===== config.mk =====
export PLATFORM = sky130hd
export DESIGN_NAME = seq_divider4
export DESIGN_NICKNAME = d
export VERILOG_FILES = /design/src/rtl/seq_divider4.sv
export SDC_FILE = /design/constraint.sdc
export NUM_CORES = 1
export LEC_CHECK = 0
export CAP_MARGIN = 5
export CORE_MARGIN = 3
export CORE_UTILIZATION = 40
export DETAILED_ROUTE_END_ITERATION = 16
export HOLD_SLACK_MARGIN = 0.12
export PLACE_DENSITY = 0.66
export SLEW_MARGIN = 20
export SYNTH_ARGS = -nofsm -noshare
export SYNTH_HDL_FRONTEND = slang
export SYNTH_SLANG_ARGS = --single-unit

===== constraint.sdc =====
create_clock -name Clock -period 3.2 [get_ports Clock]
set_input_delay 0.64 -clock Clock [delete_from_list [all_inputs] [get_ports Clock]]
set_output_delay 0.64 -clock Clock [all_outputs]
set_load 0.05 [all_outputs]

===== src/rtl/seq_divider4.sv =====
// ============================================================================
// Module   : seq_divider4
// Brief    : Unsigned restoring divider, one quotient bit per clock.
// Revision : 1.0  initial release
// ============================================================================
`default_nettype none

module seq_divider4 #(
  parameter int WIDTH = 4
) (
  input  logic             Clock,
  input  logic             Resetn,
  input  logic             Start,
  input  logic [WIDTH-1:0] Dividend,
  input  logic [WIDTH-1:0] Divisor,
  output logic [WIDTH-1:0] Quotient,
  output logic [WIDTH-1:0] Remainder,
  output logic             Busy,
  output logic             Done,
  output logic             DivByZero
);

  localparam int CNT_W = $clog2(WIDTH) + 1;
  localparam logic [CNT_W-1:0] LAST_ITER = CNT_W'(WIDTH - 1);

  typedef enum logic [1:0] {
    S_IDLE = 2'd0,
    S_CALC = 2'd1,
    S_DONE = 2'd2
  } state_t;

  state_t           state;
  logic [WIDTH-1:0] rem_r;
  logic [WIDTH-1:0] quo_r;
  logic [WIDTH-1:0] divisor_r;
  logic [CNT_W-1:0] count;

  logic [WIDTH:0]   rem_shift;
  logic             fits;
  logic [WIDTH-1:0] trial;
  logic [WIDTH-1:0] rem_next;
  logic [WIDTH-1:0] quo_next;

  // When the trial fits, the difference is below the divisor, so its low
  // WIDTH bits are exact even though the shifted remainder is WIDTH+1 wide.
  always_comb begin
    rem_shift = {rem_r, quo_r[WIDTH-1]};
    fits      = rem_shift >= {1'b0, divisor_r};
    trial     = rem_shift[WIDTH-1:0] - divisor_r;
    rem_next  = fits ? trial : rem_shift[WIDTH-1:0];
    quo_next  = {quo_r[WIDTH-2:0], fits};
  end

  always_ff @(posedge Clock or negedge Resetn) begin
    if (!Resetn) begin
      state     <= S_IDLE;
      rem_r     <= '0;
      quo_r     <= '0;
      divisor_r <= '0;
      count     <= '0;
      Quotient  <= '0;
      Remainder <= '0;
      Busy      <= 1'b0;
      Done      <= 1'b0;
      DivByZero <= 1'b0;
    end else begin
      case (state)
        S_IDLE: begin
          if (Start) begin
            state     <= S_CALC;
            divisor_r <= Divisor;
            rem_r     <= '0;
            quo_r     <= Dividend;
            count     <= '0;
            Busy      <= 1'b1;
          end
        end
        S_CALC: begin
          rem_r <= rem_next;
          quo_r <= quo_next;
          count <= count + CNT_W'(1);
          if (count == LAST_ITER) begin
            state     <= S_DONE;
            Busy      <= 1'b0;
            Done      <= 1'b1;
            Quotient  <= quo_next;
            Remainder <= rem_next;
            DivByZero <= (divisor_r == '0);
          end
        end
        S_DONE: begin
          state <= S_IDLE;
          Done  <= 1'b0;
        end
        default: begin
          state <= S_IDLE;
          Busy  <= 1'b0;
          Done  <= 1'b0;
        end
      endcase
    end
  end

endmodule

`default_nettype wire


After elaboration in Yosys (flattened, before gate mapping)
Index checks and enable logic that the tools add are counted.
- bitwise logic cells: 2
- reductions and logical operators: 9
- mux-type cells: 15
- magnitude comparators: 1
- eq/ne operators: 5
- add/subtract/negate cells: 2
- operators by type and width (cell ; number):
    one-hot mux 4 bit (2 select lines) ; 2
    two-way mux 4 bit ; 3
    AND reduction 2 bit ; 5
    one-hot mux 3 bit (2 select lines) ; 1
    >= comparator 5 x 4 -> 1 bit ; 1
    zero test 4 bit ; 1
    two-way mux 2 bit ; 2
    != test 2 bit (second input constant) ; 2
    one-hot mux 2 bit (2 select lines) ; 1
    subtractor 4 bit ; 1
    adder 3 x 1 -> 3 bit (second input constant) ; 1
    == test 3 x 2 -> 1 bit (second input constant) ; 1
    two-way mux 1 bit ; 3
    two-way mux 3 bit ; 1
    one-hot mux 1 bit (3 select lines) ; 1
    AND reduction 3 bit ; 1
    == test 2 x 1 -> 1 bit (second input constant) ; 1
    == test 2 bit (second input constant) ; 1
    zero test 2 bit ; 1
    NOT 1 bit ; 2
    one-hot mux 1 bit (2 select lines) ; 1
    nonzero test 2 bit ; 1
- register bits: 28
- input bits: 11

Logic depth before layout (Yosys ltp)
- depth after elaboration: 3
- depth in mapped cells: 7

Worst setup path after synthesis
OpenSTA, ideal clock, no wires.
- kind: register -> register
- start point: reg rem_r[0]
- end point: reg rem_r[2]
- library setup time: 122 ps
- path buffers: 0
- period minus slack after synthesis: 1871 ps
- path slack: 1329 ps
- data arrival time: 1749 ps
- stages on the path, launching flop included: 6
- data required time: 3078 ps
- cells stage by stage: dfrtp_1 ha_1 nor2b_4 o311a_4 or3_1 a32o_1
- cells in the longest elaborated chain, start to end: 3
- elaborated cells on any way between the ends: 4
- those cells by class: add/sub (1); order compare (1); mux (2)
- RTL lines (item ; RTL line ; source):
    from (decl) ; 33 ; logic [WIDTH-1:0] rem_r;
    from (signal assigned) ; 79 ; rem_r <= rem_next;
    subtractor 4 bit / >= comparator 5 x 4 -> 1 bit (equally long branches) ; 49, 48 ;
    two-way mux 4 bit (*) ; 50 ; rem_next = fits ? trial : rem_shift[WIDTH-1:0];
    one-hot mux 4 bit (2 select lines) (*) ; 67 ; case (state)
Mark *: on every way between the ends. The rest lies on a longest branch, timed or not.
A chain may end at the register's enable or synchronous reset.

Worst setup path in the final report
- start point: reg Busy
- end point: out Busy
- RTL lines (item ; RTL line ; source):
    from (decl) ; 18 ; output logic Busy,
    from (signal assigned) ; 63 ; Busy <= 1'b0;
    from (signal assigned) ; 75 ; Busy <= 1'b1;
    from (signal assigned) ; 84 ; Busy <= 1'b0;
No word-level cell between the ends.

==> reports/metrics.yaml <==
critPathLaunch: "Busy"
yosys.cell_types.count: 39
nFillCells: 314
hp-start: "Done"
num_rows: 20
clk_pin_slew_ns: 0.14
fp.dieH_um: 65.2
grt_overflow: 0
p_switching_uw: 952
root_buffer: "clkbuf_4"
hold_class: "reg2reg"
cts-resized-gates: 0
pwr-share-clk: 0.072
slew_headroom: 0.576
htreeDepth: 1
sequentialPowerShare: 0.324
status: "finished, final reports clean"
worst_pin_slew_ns: 0.628
yosys_warnings: 0
critPathMaxStageDelay_ns: 0.81
layout.nets: 175
max_cap_violations: 0
io_pins: 22
drc_errors: 0
reg2reg_to: "Remainder[0]"
setup_viol: 0
crit_path_end_kind: "primary output"
grt_max_degree: 29
path_buf_inv: 1
netSwitchingFraction: 0.475
dp.cells: 196
min_to: "Done"
detail_route.first_pass.iterations: 4
critPathSlowestCell: "clkdlybuf4s50_1"
die_w_um: 65.2
vias: 1065
p_int_mw: 1.05
slew_violations: 0
post_cts_buffers: 0
syn_area_per_cell_um2: 10.5
syn_area_um2: 1400
ctsLongestPathBuffers: 2
max_freq_mhz: 462
ctsHoldBuffers: 0
antenna_cells: 0
synth.largest_area_cell: "dfrtp_1"
start_kind: "flip-flop"
setup_tns_ns: 0
synth_edf_count: 0
synth_seq_area_share: 0.500
clock_skew_ns: 0.00221
p_leak_nw: 0.718
synth.most_common_cell: "dfrtp_1"
path_cells: "clkdlybuf4s50_1"
syn_nets: 151
ys_ff_latch: 28
r2r_setup_slack_ns: 1.08
core_region_area_um2: 3200
rsz0062_at_grt: "false"
pwr-share-comb: 0.605
cts_tree: "built"
cts.sinks: 28
synth_flop_cell: "dfrtp_1"
ant_nets: 0
wl_um: 2860
hpwlAfterDp_um: 2130
grt_pass1_wl_um: 4910
min_period_over_period: 0.676
numCtsBuffers: 3
power.density_nw_per_um2: 1200
antenna_found_initial: 0
synth_cells: 133
die_area_um2: 4250
routabilityCongestion: 0.869
grt_pass1_vias: 1043
clock_latency_ns: 0.32
required_ns: 2.56
fin_cells: 199
period_needed_ns: 2.16
synth_top_area_frac: 0.500
critPathArrivalTime_ns: 1.52
r2r-start: "rem_r[0]"
drt_iter0_drc: 33
wl_per_cell_um: 14.4
areaGrowthSynthToFinish_pct: 19.4
ys_async_sr_fraction: 1.00
hold_depth: 1
port_buffers: 21
ff2ff_path_depth: 5
drive_gt1_frac: 0.103
crit_family: "buffers and inverters"
hold_viol: 0
synth_common_cells: "dfrtp_1, nand2_1, inv_1, o21ai_0, nor2_1"
crit_fanout: 3
track_usage: 0.148
initial_core_util: 0.438
vias_per_cell: 5.35
post-route-util: 0.523
synth_area_leaders: "dfrtp_1, ha_1, nand2_1"
worst-setup-path-type: "reg2out"
peakVddDrop_mv: 0.503
## worst max-delay path by stage
| stage | endpoint | slack [ns] | cells after the start |
|---|---|---|---|
| after floorplan | rem_r[2] | 1.33 | 5 |
| after global placement | divisor_r[0] | 1.03 | 4 |
| after detailed placement | divisor_r[0] | 0.95 | 4 |
| after CTS | Busy | 1.02 | 1 |
| after global routing | Busy | 0.95 | 1 |
| final | Busy | 1.04 | 1 |
## cells by family (layout without fill, tap and decap cells)
kind of cell,after synthesis,count (layout),synth area share
xor gates and xnor gates,1,1,0.00625
DFF,28,28,0.500
buffers and inverters,13,35,0.0428
adders and majority gates,7,7,0.0678
AOI/OAI and AO/OA,38,38,0.203
and+or+nand+nor,42,42,0.148
muxes,4,4,0.0321
## metrics by stage
stage          setup slack, ns  total power, mW  cell area (um^2)  hold slack (ns)
3_3_place_gp              1.03             1.83              1650            0.462
4_1_cts                   1.02             2.01              1680            0.501
3_5_place_dp             0.948             1.87              1650            0.468
2_1_floorplan             1.33             1.56              1400            0.344
6_report                  1.04             2.00              1680            0.495
5_1_grt                  0.947             2.17              1680            0.533
## registers in the layout (all words and copies together), names as in the netlist, 2 cells and up
name and count:
count 3, state 2, divisor_r 4, Quotient 4, rem_r 4, quo_r 4
Remainder 4
## per-layer routing
layer / vias to the layer above / GRT usage / wire length [um]
met1: 507 / 0.209 / 1370
met5: - / 0 / 0
met4: 0 / 0.0466 / 31
li1: 525 / - / -
met3: 4 / 0.0274 / 134
met2: 29 / 0.230 / 1320
## cell usage in the layout, fill, tap and decap left out, types with 2 or more instances in the layout
cell type	netlist	layout
dfrtp_1	28	28
clkdlybuf4s50_1	0	21
nand2_1	19	19
inv_1	10	10
o21ai_0	10	10
nor2_1	7	7
ha_1	6	6
o22ai_1	5	5
a21oi_1	5	5
mux2_2	4	4
o211ai_1	3	3
nand2b_1	3	3
clkbuf_4	0	3
nand4_1	2	2
and2_1	2	2
o311ai_0	2	2
## power groups by stage
stage / Clock, mW / Combinational, mW / Sequential, mW
after floorplan: 0 / 0.721 / 0.838
after global placement: 0 / 1.19 / 0.645
after detailed placement: 0 / 1.21 / 0.656
after CTS: 0.150 / 1.22 / 0.649
after global routing: 0.167 / 1.33 / 0.668
final: 0.143 / 1.21 / 0.649
## layout make-up
cell class	instances	area [um^2]	area share
Timing Repair Buffer	22	218	0.130
Inverter	10	37.5	0.0224
Multi-Input combinational cell	92	642	0.383
Clock buffer	3	22.5	0.0134
Sequential cell	28	701	0.418
Tap cell	44	55.1	0.0329
Power figures use the tool's default switching activity.
